### config.mk
export PLATFORM = sky130hd
export DESIGN_NAME = uart_tx_fifo_flat
export DESIGN_NICKNAME = d
export VERILOG_FILES = /design/src/rtl/uart_tx_fifo_if.sv /design/src/rtl/uart_tx_fifo.sv /design/src/flat_wrapper.sv
export SDC_FILE = /design/constraint.sdc
export NUM_CORES = 1
export LEC_CHECK = 0
export ABC_AREA = 1
export ABC_CLOCK_PERIOD_IN_PS = 3300
export CORE_ASPECT_RATIO = 0.9
export CORE_MARGIN = 2
export CORE_UTILIZATION = 55
export CTS_BUF_LIST = sky130_fd_sc_hd__clkbuf_8
export CTS_CLUSTER_SIZE = 28
export DETAILED_ROUTE_END_ITERATION = 7
export PLACE_DENSITY = 0.74
export SLEW_MARGIN = 20
export SYNTH_ARGS = -nofsm -noshare
export SYNTH_HDL_FRONTEND = slang
export SYNTH_SLANG_ARGS = --single-unit
export TNS_END_PERCENT = 20
### constraint.sdc
create_clock -name i_clk -period 3.3 [get_ports i_clk]
set_input_delay 0.66 -clock i_clk [delete_from_list [all_inputs] [get_ports i_clk]]
set_output_delay 0.66 -clock i_clk [all_outputs]
set_load 0.05 [all_outputs]
### src/rtl/uart_tx_fifo_if.sv
// ---------------------------------------------------------------------------
// uart_tx_fifo_if
// Groups the host push port, the transmitter pop port, and the status/error
// outputs of the UART transmit FIFO.
//   master : drives flush, wr_en, wr_data, rd_en; observes the status outputs
//   slave  : the FIFO itself
// Signals:
//   flush        synchronous clear of all contents
//   wr_en        push wr_data this cycle
//   wr_data      word to push
//   rd_en        pop the head word this cycle
//   rd_data      head word, first-word-fall-through, valid while !empty
//   full         count == Depth
//   almost_full  count >= AlmostFullThresh
//   empty        count == 0
//   count        occupancy, 0..Depth
//   overflow     1-cycle pulse after a rejected write
//   underflow    1-cycle pulse after a rejected read
// ---------------------------------------------------------------------------
interface uart_tx_fifo_if #(
  parameter int DataLength = 8,
  parameter int Depth      = 16
);
  localparam int CntW = $clog2(Depth) + 1;

  logic                  flush;
  logic                  wr_en;
  logic [DataLength-1:0] wr_data;
  logic                  rd_en;
  logic [DataLength-1:0] rd_data;
  logic                  full;
  logic                  almost_full;
  logic                  empty;
  logic [CntW-1:0]       count;
  logic                  overflow;
  logic                  underflow;

  modport master (
    output flush, wr_en, wr_data, rd_en,
    input  rd_data, full, almost_full, empty, count, overflow, underflow
  );

  modport slave (
    input  flush, wr_en, wr_data, rd_en,
    output rd_data, full, almost_full, empty, count, overflow, underflow
  );
endinterface

### src/rtl/uart_tx_fifo.sv
// ---------------------------------------------------------------------------
// uart_tx_fifo
// Synchronous first-word-fall-through FIFO buffering host bytes for the UART
// transmitter. The head word is visible on bus.rd_data whenever bus.empty is
// low and is popped with a single-cycle bus.rd_en pulse.
// Ports:
//   i_clk    clock (baud * oversample)
//   i_rst_n  asynchronous, active-low reset
//   bus      uart_tx_fifo_if.slave: push/pop handshakes, status and errors
// Parameters:
//   DataLength        word width in bits
//   Depth             number of entries, power of two, >= 2
//   AlmostFullThresh  almost_full asserts when count >= this value
// ---------------------------------------------------------------------------
module uart_tx_fifo #(
  parameter int DataLength       = 8,
  parameter int Depth            = 16,
  parameter int AlmostFullThresh = 12
) (
  input  logic               i_clk,
  input  logic               i_rst_n,
  uart_tx_fifo_if.slave      bus
);
  localparam int PtrW = $clog2(Depth);
  localparam int CntW = PtrW + 1;

  // Storage is deliberately not reset so it can map to distributed/block RAM.
  logic [DataLength-1:0] mem [Depth];

  logic [PtrW-1:0] wr_ptr_reg, wr_ptr_next;
  logic [PtrW-1:0] rd_ptr_reg, rd_ptr_next;
  logic [CntW-1:0] count_reg, count_next;
  logic            empty_reg, full_reg, almost_full_reg;
  logic            overflow_reg, underflow_reg;
  logic            overflow_next, underflow_next;
  logic            wr_ok, rd_ok;
  logic            mem_we;

  // A read is only accepted when something is stored. A write into a full
  // FIFO is still accepted if a pop frees the head entry in the same cycle.
  assign rd_ok  = bus.rd_en && !empty_reg;
  assign wr_ok  = bus.wr_en && (!full_reg || rd_ok);
  // Flush discards any same-cycle write, so the array is not touched.
  assign mem_we = wr_ok && !bus.flush;

  always_comb begin
    wr_ptr_next    = wr_ptr_reg;
    rd_ptr_next    = rd_ptr_reg;
    count_next     = count_reg;
    overflow_next  = 1'b0;
    underflow_next = 1'b0;
    if (bus.flush) begin
      wr_ptr_next = '0;
      rd_ptr_next = '0;
      count_next  = '0;
    end else begin
      if (wr_ok) wr_ptr_next = wr_ptr_reg + PtrW'(1);
      if (rd_ok) rd_ptr_next = rd_ptr_reg + PtrW'(1);
      case ({wr_ok, rd_ok})
        2'b10:   count_next = count_reg + CntW'(1);
        2'b01:   count_next = count_reg - CntW'(1);
        default: count_next = count_reg;
      endcase
      overflow_next  = bus.wr_en && !wr_ok;
      underflow_next = bus.rd_en && !rd_ok;
    end
  end

  // Flags are decoded from the next count so they line up with o_count.
  always_ff @(posedge i_clk or negedge i_rst_n) begin
    if (!i_rst_n) begin
      wr_ptr_reg      <= '0;
      rd_ptr_reg      <= '0;
      count_reg       <= '0;
      empty_reg       <= 1'b1;
      full_reg        <= 1'b0;
      almost_full_reg <= 1'b0;
      overflow_reg    <= 1'b0;
      underflow_reg   <= 1'b0;
    end else begin
      wr_ptr_reg      <= wr_ptr_next;
      rd_ptr_reg      <= rd_ptr_next;
      count_reg       <= count_next;
      empty_reg       <= (count_next == '0);
      full_reg        <= (count_next == CntW'(Depth));
      almost_full_reg <= (count_next >= CntW'(AlmostFullThresh));
      overflow_reg    <= overflow_next;
      underflow_reg   <= underflow_next;
    end
  end

  always_ff @(posedge i_clk) begin
    if (mem_we) mem[wr_ptr_reg] <= bus.wr_data;
  end

  // Combinational head read: only rd_ptr selects it, so writes landing in
  // other entries never disturb the word the transmitter is sending.
  assign bus.rd_data     = mem[rd_ptr_reg];
  assign bus.empty       = empty_reg;
  assign bus.full        = full_reg;
  assign bus.almost_full = almost_full_reg;
  assign bus.count       = count_reg;
  assign bus.overflow    = overflow_reg;
  assign bus.underflow   = underflow_reg;
endmodule
### src/flat_wrapper.sv
// flat-port wrapper written by rule: the top's interface ports become plain ports
module uart_tx_fifo_flat 
#(
  parameter int DataLength       = 8,
  parameter int Depth            = 16,
  parameter int AlmostFullThresh = 12
)
  (i_clk, i_rst_n, bus_flush, bus_wr_en, bus_wr_data, bus_rd_en, bus_rd_data, bus_full, bus_almost_full, bus_empty, bus_count, bus_overflow, bus_underflow);
  uart_tx_fifo_if #(.DataLength(DataLength), .Depth(Depth)) bus_i ();
  input  logic i_clk;
  input  logic i_rst_n;
  input wire logic [$bits(bus_i.flush)-1:0] bus_flush;
  input wire logic [$bits(bus_i.wr_en)-1:0] bus_wr_en;
  input wire logic [$bits(bus_i.wr_data)-1:0] bus_wr_data;
  input wire logic [$bits(bus_i.rd_en)-1:0] bus_rd_en;
  output wire logic [$bits(bus_i.rd_data)-1:0] bus_rd_data;
  output wire logic [$bits(bus_i.full)-1:0] bus_full;
  output wire logic [$bits(bus_i.almost_full)-1:0] bus_almost_full;
  output wire logic [$bits(bus_i.empty)-1:0] bus_empty;
  output wire logic [$bits(bus_i.count)-1:0] bus_count;
  output wire logic [$bits(bus_i.overflow)-1:0] bus_overflow;
  output wire logic [$bits(bus_i.underflow)-1:0] bus_underflow;
  assign bus_i.flush = bus_flush;
  assign bus_i.wr_en = bus_wr_en;
  assign bus_i.wr_data = bus_wr_data;
  assign bus_i.rd_en = bus_rd_en;
  assign bus_rd_data = bus_i.rd_data;
  assign bus_full = bus_i.full;
  assign bus_almost_full = bus_i.almost_full;
  assign bus_empty = bus_i.empty;
  assign bus_count = bus_i.count;
  assign bus_overflow = bus_i.overflow;
  assign bus_underflow = bus_i.underflow;
  uart_tx_fifo #(.DataLength(DataLength), .Depth(Depth), .AlmostFullThresh(AlmostFullThresh)) u_core (.i_clk(i_clk), .i_rst_n(i_rst_n), .bus(bus_i));
endmodule
# After elaboration in Yosys (flattened, before gate mapping)
# Memories as Yosys holds them, arrays and structs flattened.
# Cells that the tools add are included.
# op_classes
addsub	4
n_reduce_logical	14
mux	10
n_lt_le_gt_ge	1
n_eq_ne	3
# op_table
operator	count
2-to-1 mux 4 bit	4
one-hot mux 5 bit (2 select lines)	1
adder 4 x 1 -> 4 bit (second input constant)	2
adder 5 x 1 -> 5 bit (second input constant)	1
== test 5 bit (second input constant)	1
greater-or-equal comparator 5 x 4 -> 1 bit (second input constant)	1
logical AND 1 bit	5
logical NOT 1 bit	5
logical NOT 5 bit	1
2-to-1 mux 5 bit	1
subtractor 5 x 1 -> 5 bit (second input constant)	1
2-to-1 mux 1 bit	4
nonzero test 2 bit	2
== test 2 x 1 -> 1 bit (second input constant)	1
== test 2 bit (second input constant)	1
logical OR 1 bit	1
# totals
memories	1
inputBits	13
word_cells	41
ff_bits	18
output_inout_bits	18
ramBits	128
# mem_list
name	words	word_bits	rd	rd_clocked_by_memory_dff	write_ports	line_no	text
u_core.mem	16	8	1	0	1	uart_tx_fifo.sv:28	logic [DataLength-1:0] mem [Depth];

# Longest topological paths before layout
# logic_depth
ltp_word	8
mapped_depth	19
depth_no_buf	18

# Least setup slack after synthesis
# No wires, ideal clock.
# synth_timing
path_type	register to register
start	reg u_core.empty_reg (netlist: u_core.bus.empty)
end	reg u_core.empty_reg (netlist: u_core.bus.empty)
t_required_ns	3.233
stages_incl_launch_ff	17
t_arrival_ns	2.457
period_less_slack_ns	2.524
path_slack_ns	0.776
setup_ns	0.067
path_buffers	1
cell_sequence	dfstp_2 > inv_1 > nand2_1 > nand2_1 > nand2_1 > ha_1 > buf_6 > nand2_1 > inv_1 > nor2_1 > ha_1 > o21ai_0 > a21oi_1 > or2_1 > a21oi_1 > nand2_1 > nor2_1
# synth_between
elab_chain_len	8
elab_cells_between_ends	9
cone_classes	2 x eq/ne; 2 x mux; 5 x reduce/logical
# synth_rtl
element	line_no	text
from (decl)	uart_tx_fifo.sv:33	logic empty_reg, full_reg, almost_full_reg;
from (signal assigned)	uart_tx_fifo.sv:84	empty_reg <= (count_next == '0);
logical NOT 1 bit (*)	uart_tx_fifo.sv:41	assign rd_ok = bus.rd_en && !empty_reg;
logical AND 1 bit (*)	uart_tx_fifo.sv:41	
logical OR 1 bit	uart_tx_fifo.sv:42	assign wr_ok = bus.wr_en && (!full_reg || rd_ok);
logical AND 1 bit	uart_tx_fifo.sv:42	
== test 2 x 1 -> 1 bit / == test 2 bit (equally long branches)	uart_tx_fifo.sv:59	case ({wr_ok, rd_ok})
one-hot mux 5 bit (2 select lines) (*)	uart_tx_fifo.sv:59	
2-to-1 mux 5 bit (*)	uart_tx_fifo.sv:52	if (bus.flush) begin
via u_core.count_next[1]	uart_tx_fifo.sv:32	logic [CntW-1:0] count_reg, count_next;
logical NOT 5 bit (*)	uart_tx_fifo.sv:84	
# Mark *: on every way through the listed nets, which the timed path passes. The rest lies on a longest branch.
# A chain may end at the register's enable or synchronous reset.

# Worst setup path in the final report
# layout_timing
start	reg u_core.rd_ptr_reg[0]
end	out bus_rd_data[7]
# layout_between
elab_chain_len	1
# layout_rtl
element	line_no	text
from (decl)	uart_tx_fifo.sv:31	logic [PtrW-1:0] rd_ptr_reg, rd_ptr_next;
from (signal assigned)	uart_tx_fifo.sv:82	rd_ptr_reg <= rd_ptr_next;
memory read (16 x 8 bit)	--	
to (decl)	flat_wrapper.sv:16	output wire logic [$bits(bus_i.rd_data)-1:0] bus_rd_data;
# No other way between the ends.

==> flow_summary.ini <==
[die]
die-width_um = 115
chipHeight_um = 104
coreArea_um2 = 10800
initial_utilization_pct = 56.3
io_pins = 31
die_area_um2 = 11900
fp-row-count = 36

[setup_path]
end_kind = output pin
path_class = register to output pin
cp_max_fo = 38
critPathMaxStageDelay_ns = 0.41
path_delay_family = buffers and inverters
critical_path.cell_chain = inv_2 > buf_12 > o21ai_0 > o221ai_1 > o211ai_1 > nand2_1 > buf_4
reg2reg_slack_ns = 0.67
crit_arrival_ns = 2.36
rr_worst_depth = 15
cp_data_required_time_ns = 2.64
slowest_stage = dfrtp_2
r2r_start = u_core.bus.empty
critical_path_buf_inv_count = 3
rr_endpoint = u_core.bus.full
cp-start-kind = register

[final_layout]
nNetsFinal = 561
drive_gt1_share_pct = 11.8
largest_reg_flops = 128
syn_to_final_growth_pct = 15.5
fin_area_um2 = 7010
n_antenna_cell = 0

[power_and_ir_drop]
clockPowerShare_pct = 29.2
internal-power_mw = 3.25
total_power_mw = 4.79
p_comb_share_pct = 26.3
swShare_pct = 32.1
power_leakage_nw = 2.53
p_seq_share_pct = 44.5
max-vdd-ir-drop_mv = 0.540
pwr_density_cell_nw_per_um2 = 683
p_sw_mw = 1.54

[detailed_routing]
met3_length_um = 1020
routed_wl_um = 12900
num_vias = 4059
drtAntennaViolNets = 0
met1_length_um = 5570
top_layer_used = met4
drtPass1Iterations = 5
wl_per_cell_um = 18.8
drc_errors = 0
viasPerCell = 5.92
met2WireLength_um = 6130
drt_iter0_markers = 397

[placement]
place_area_um2 = 6600
gp_congestion = 0.789
detailed_place_hpwl_um = 7950
place_ws_ns = 0.164
port_buffers = 30

[sta]
finalCritPeriodShare_pct = 91.5
setup_viol = 0
max_slew_margin_pct = 49.8
fin_ws_ns = 0.282
fin_hold_ws_ns = 0.512
finalClockSkew_ns = 0.00860
worst_pin_slew_ns = 0.751
grt_setup_unrepaired = false
min_period_ns = 3.02
fmax_mhz = 331
finalMaxSlewViolations = 0
hold_viol_final = 0
finalSetupTns_ns = 0

[synthesis]
yosys-top-cells-area = edfxtp_1 (63%), dfrtp_1 (7.0%), nor2_1 (5.6%), o21ai_0 (5.4%), o221ai_1 (3.5%)
avgSynthCellArea_um2 = 12.2
ys_warn_count = 0
yosysTopAreaCellShare_pct = 63.4
seq_area_frac_synth_pct = 70.8
synth_xor_area_share_pct = 0.144
synthCells = 496
synth_fp_nets = 517
syn-cell-area_um2 = 6060
yosys_register_bits = 146
synthAdderAreaFrac_pct = 1.65
synth-edff-count = 128
yosys.area_share.simple_pct = 10.7
synth_top_family_by_area = compound AO/OA/AOI/OAI gates
synthMuxAreaShare_pct = 0
synth_largest_area_cell = edfxtp_1
ys_async_sr_fraction_pct = 12.3
ys.flop_type = edfxtp_1
synth_compound_area_share_pct = 12.3
ys_types = 26

[global_routing]
grt_max_degree = 67
grtUsageTotal_pct = 23.2
grt_pass1_vias = 3985
antenna_found_initial = 0
overflow = 0
grt_pass1_wl_um = 20700

[cts]
cts.repair.resized = 0
numCtsBuffers = 17
post-cts-setup-buffers = 0
clock-root-buffer = clkbuf_8
clk_path_buf_depth = 2
clock_latency_ns = 0.43
clock_sinks = 146
h-tree-depth = 4
path_clk_slew_ns = 0.08
cts_tree = yes
ctsHoldBuffers = 0

[min_path]
whs_path_depth = 2
hold_end = u_core.bus.underflow
min-delay-start = u_core.bus.empty
hold_class = register to register

[run]
maxCapViolations = 0

[outcome]
status = complete, no violations
## synth_stat cells (8+ instances only)
| cell type | instances |
|---|---|
| dfrtp_1 | 17 |
| nand3_1 | 18 |
| o22ai_1 | 8 |
| a21oi_1 | 9 |
| nor2_1 | 91 |
| edfxtp_1 | 128 |
| ha_1 | 8 |
| clkbuf_1 | 10 |
| nand2_1 | 51 |
| o21ai_0 | 66 |
| o221ai_1 | 24 |
| inv_1 | 25 |
| o211ai_1 | 8 |
## power by group through the flow
stage	logic, mW	registers [mW]	clock network, mW
3_3_place_gp	1.22	2.17	0
5_1_grt	1.37	2.14	1.49
2_1_floorplan	0.697	2.30	0
6_report	1.26	2.13	1.40
4_1_cts	1.26	2.13	1.41
3_5_place_dp	1.25	2.17	0
## routing by layer
| metal | vias up | track usage (%) |
|---|---|---|
| li1 | 1893 | - |
| met1 | 1962 | 32.4 |
| met2 | 178 | 36.0 |
| met3 | 26 | 6.09 |
| met4 | 0 | 7.49 |
| met5 | - | 0 |
## through the flow
step	instances	utilization (%)
after floorplan	496	-
after global placement	654	61.3
after detailed placement	654	61.3
after CTS	686	65.1
after global routing	686	65.1
final	686	65.1
## tightest hold or removal path: cells and delay by family (launching register included)
family | cells | cell delay [ns]
simple gates | 2 | 0.09
flops | 1 | 0.38
## area by class of cell
type | instances | area, um^2
inverter | 27 | 101
multi-input combinational | 297 | 1500
fill | 785 | 3760
clock buffer | 17 | 234
clock inverter | 15 | 168
sequential | 146 | 4300
tap | 133 | 166
timing repair buffer | 51 | 538
## cells in the final DEF, fill, tap and decap left out, types with 2 or more instances in the layout
| master | n |
|---|---|
| o22ai_1 | 8 |
| inv_1 | 25 |
| nand3_1 | 18 |
| o21ai_0 | 66 |
| dfrtp_1 | 16 |
| buf_12 | 8 |
| o21ai_1 | 7 |
| clkbuf_8 | 17 |
| clkinv_2 | 6 |
| o211ai_1 | 8 |
| clkinv_4 | 5 |
| o221ai_1 | 24 |
| a21oi_1 | 9 |
| inv_2 | 2 |
| edfxtp_1 | 128 |
| nor2_1 | 91 |
| clkdlybuf4s50_1 | 22 |
| ha_1 | 8 |
| buf_4 | 21 |
| bufinv_16 | 3 |
| nand2_1 | 51 |
## worst max path at each step
| stage | from | endpoint | slack (ns) | depth (start not counted) |
|---|---|---|---|---|
| finish | u_core.rd_ptr_reg[0] | bus_rd_data[7] | 0.28 | 7 |
| CTS | u_core.rd_ptr_reg[0] | bus_rd_data[7] | 0.27 | 7 |
| global placement | bus_rd_en | u_core.bus.empty | 0.26 | 15 |
| detailed placement | bus_rd_en | u_core.bus.full | 0.16 | 15 |
| floorplan | u_core.bus.empty | u_core.bus.empty | 0.78 | 16 |
| global route | u_core.rd_ptr_reg[0] | bus_rd_data[7] | 0.11 | 7 |
## logic make-up (layout without fill, tap and decap cells)
group / count (synthesis) / after routing
DFF: 146 / 146
AOI/OAI and AO/OA: 124 / 124
xor gates and xnor gates: 1 / 1
adders and majority gates: 8 / 8
and+or+nand+nor: 164 / 164
buffers and inverters: 53 / 110
(Power assumes the default switching activity.)
==> RTL edit, RTL diff (same settings) <==
Reset style: synchronous (`i_rst_n`), changed in one clocked block. Comments in the files are not updated.
--- a/src/rtl/uart_tx_fifo.sv
+++ b/src/rtl/uart_tx_fifo.sv
@@ -69,3 +69,3 @@
   // Flags are decoded from the next count so they line up with o_count.
-  always_ff @(posedge i_clk or negedge i_rst_n) begin
+  always_ff @(posedge i_clk) begin
     if (!i_rst_n) begin
Check against the original RTL: differs if i_rst_n is asserted again (counterexample within 4 cycles, from zero or initial values and one cycle with i_rst_n low); with i_rst_n held inactive, the same outputs for 4 cycles.
==> RTL edit against the original RTL <==
  * Routed wire length up 1.2%
  * Final cell count up 1.6%
  * Cell area rose by 0.25%
  * Utilization decreased by 0.11 points
  * Sequential cell count rose by 4
  * Setup slack improved by 0.042 ns
  * Area after synthesis grew 0.52%
  * Largest cell class unchanged
Power is not compared: it rests on default switching activity, and its combinational part moved more than twofold at a synthesized area within 25%.
==> RTL edit: results (changes against the original RTL) <==
Parameter                              Value

Run status
  Status    complete, no violations

Route
  Initial drt markers    630 (+59%)
  Pre-antenna DRT Iters    6 (+1)
  Via Count    4037 (-0.54%)
  Final wirelength    13080 microns (+1.2%)

Setup path
  Worst stage delay on the critical path    0.71 ns (+0.30 ns)
  Worst-path cell with the longest stage delay    dfxtp_1
  Worst Path Arrival    2.32 ns (-0.04 ns)
  Largest fanout on the critical path    14 (-63%)
  Number of cells on the worst reg-to-reg path    16 (+1)
  CP delay by family, top    flip-flops

STA
  Slew at the pin closest to its max-slew limit    0.6524 ns (-0.09865 ns)
  Period Utilization, post-route    90.17% (-1.3 points)
  Setup clock skew after layout    0.01239 ns (+0.003790 ns)

Cells and area
  Layout fillers    792 (+0.89%)
  Fraction of layout instances using a drive strength above 1    14.54% (+2.8 points)
  Net count reported at finish    572 (+2.0%)

Synthesis
  Seq/Total Area, Yosys    70.28% (-0.55 points)
  Library cells used by synthesis    27 (+3.8%)
  Ys flop type    edfxtp_1
  Post-Synthesis Net Count    522 (+0.97%)
  List of most frequent post-synthesis cells    128 x edfxtp_1, 94 x nor2_1, 62 x o21ai_0
  Ranking of synthesized cells by area    edfxtp_1 63%, dfxtp_1 7.2%, nor2_1 5.8%
  Share of flip-flops with an asynchronous set or reset after synthesis    0% (-12 points)
  Number of flops mapped to enable cells by yosys    128 (unchanged)

Min path
  Cell count of the worst hold path    1 (-1)

Placement
  Post-detail-place hpwl    8177 microns (+2.9%)
  Worst setup timing slack at the placement stage    0.2974 ns (+0.1333 ns)
  Global placer's final weighted congestion    0.8226 (+4.3%)

GRT
  Overall routing resource usage    23.03% (-0.21 points)
  Global-route wire length before repair    20470 microns (-0.93%)
  Maximum number of pins on one net before global-route repair    65 (-3.0%)
==> RTL edit: cell families after synthesis <==
family | share of synthesized area (%)
AND/OR/NAND/NOR | 11.19
adder cells (fa/ha/maj) | 1.642
XOR/XNOR | 0.2874
buffers and inverters | 4.167
AO/OA/AOI/OAI | 12.44
flip-flops | 70.28
==> RTL edit: where the power goes <==
group	internal, W	switching, W
registers	0.00207	0.0000156
logic	0.000109	0.000247
clock network	0.000852	0.000690
total	0.00304	0.000953
==> RTL edit: through the flow <==
stage / instances / cell area (sq um)
3_5_place_dp: 665 / 6578
6_report: 697 / 7023
4_1_cts: 697 / 7023
5_1_grt: 697 / 7023
2_1_floorplan: 501 / 6096
3_3_place_gp: 665 / 6578
==> RTL edit: path summary, 6_finish.rpt <==
kind	slack, ns	to	startpoint
min reg2reg	0.46	u_core.rd_ptr_reg[3]	u_core.rd_ptr_reg[3]
max	0.32	bus_rd_data[2]	flop
min	0.46	u_core.rd_ptr_reg[3]	u_core.rd_ptr_reg[3]
max reg2reg	1.07	u_core.bus.full	u_core.bus.empty
==> RTL edit: cell type report <==
cell class / instances / area [sq um] / area share [%]
flip-flops and latches: 150 / 4285 / 61.02
clock buffers: 18 / 247.7 / 3.528
inverters: 28 / 107.6 / 1.532
clock inverters: 14 / 197.7 / 2.815
well taps: 133 / 166.4 / 2.370
multi-input cells: 300 / 1558 / 22.18
repair buffers: 54 / 460.4 / 6.556
==> RTL edit: routing by layer <==
metal | wire length [microns] | vias to the layer above | track usage, %
met5 | 0 | - | 0
met4 | 150 | 0 | 6.885
met3 | 1093 | 17 | 6.469
met2 | 6297 | 187 | 35.42
met1 | 5541 | 1912 | 32.27
li1 | - | 1921 | -
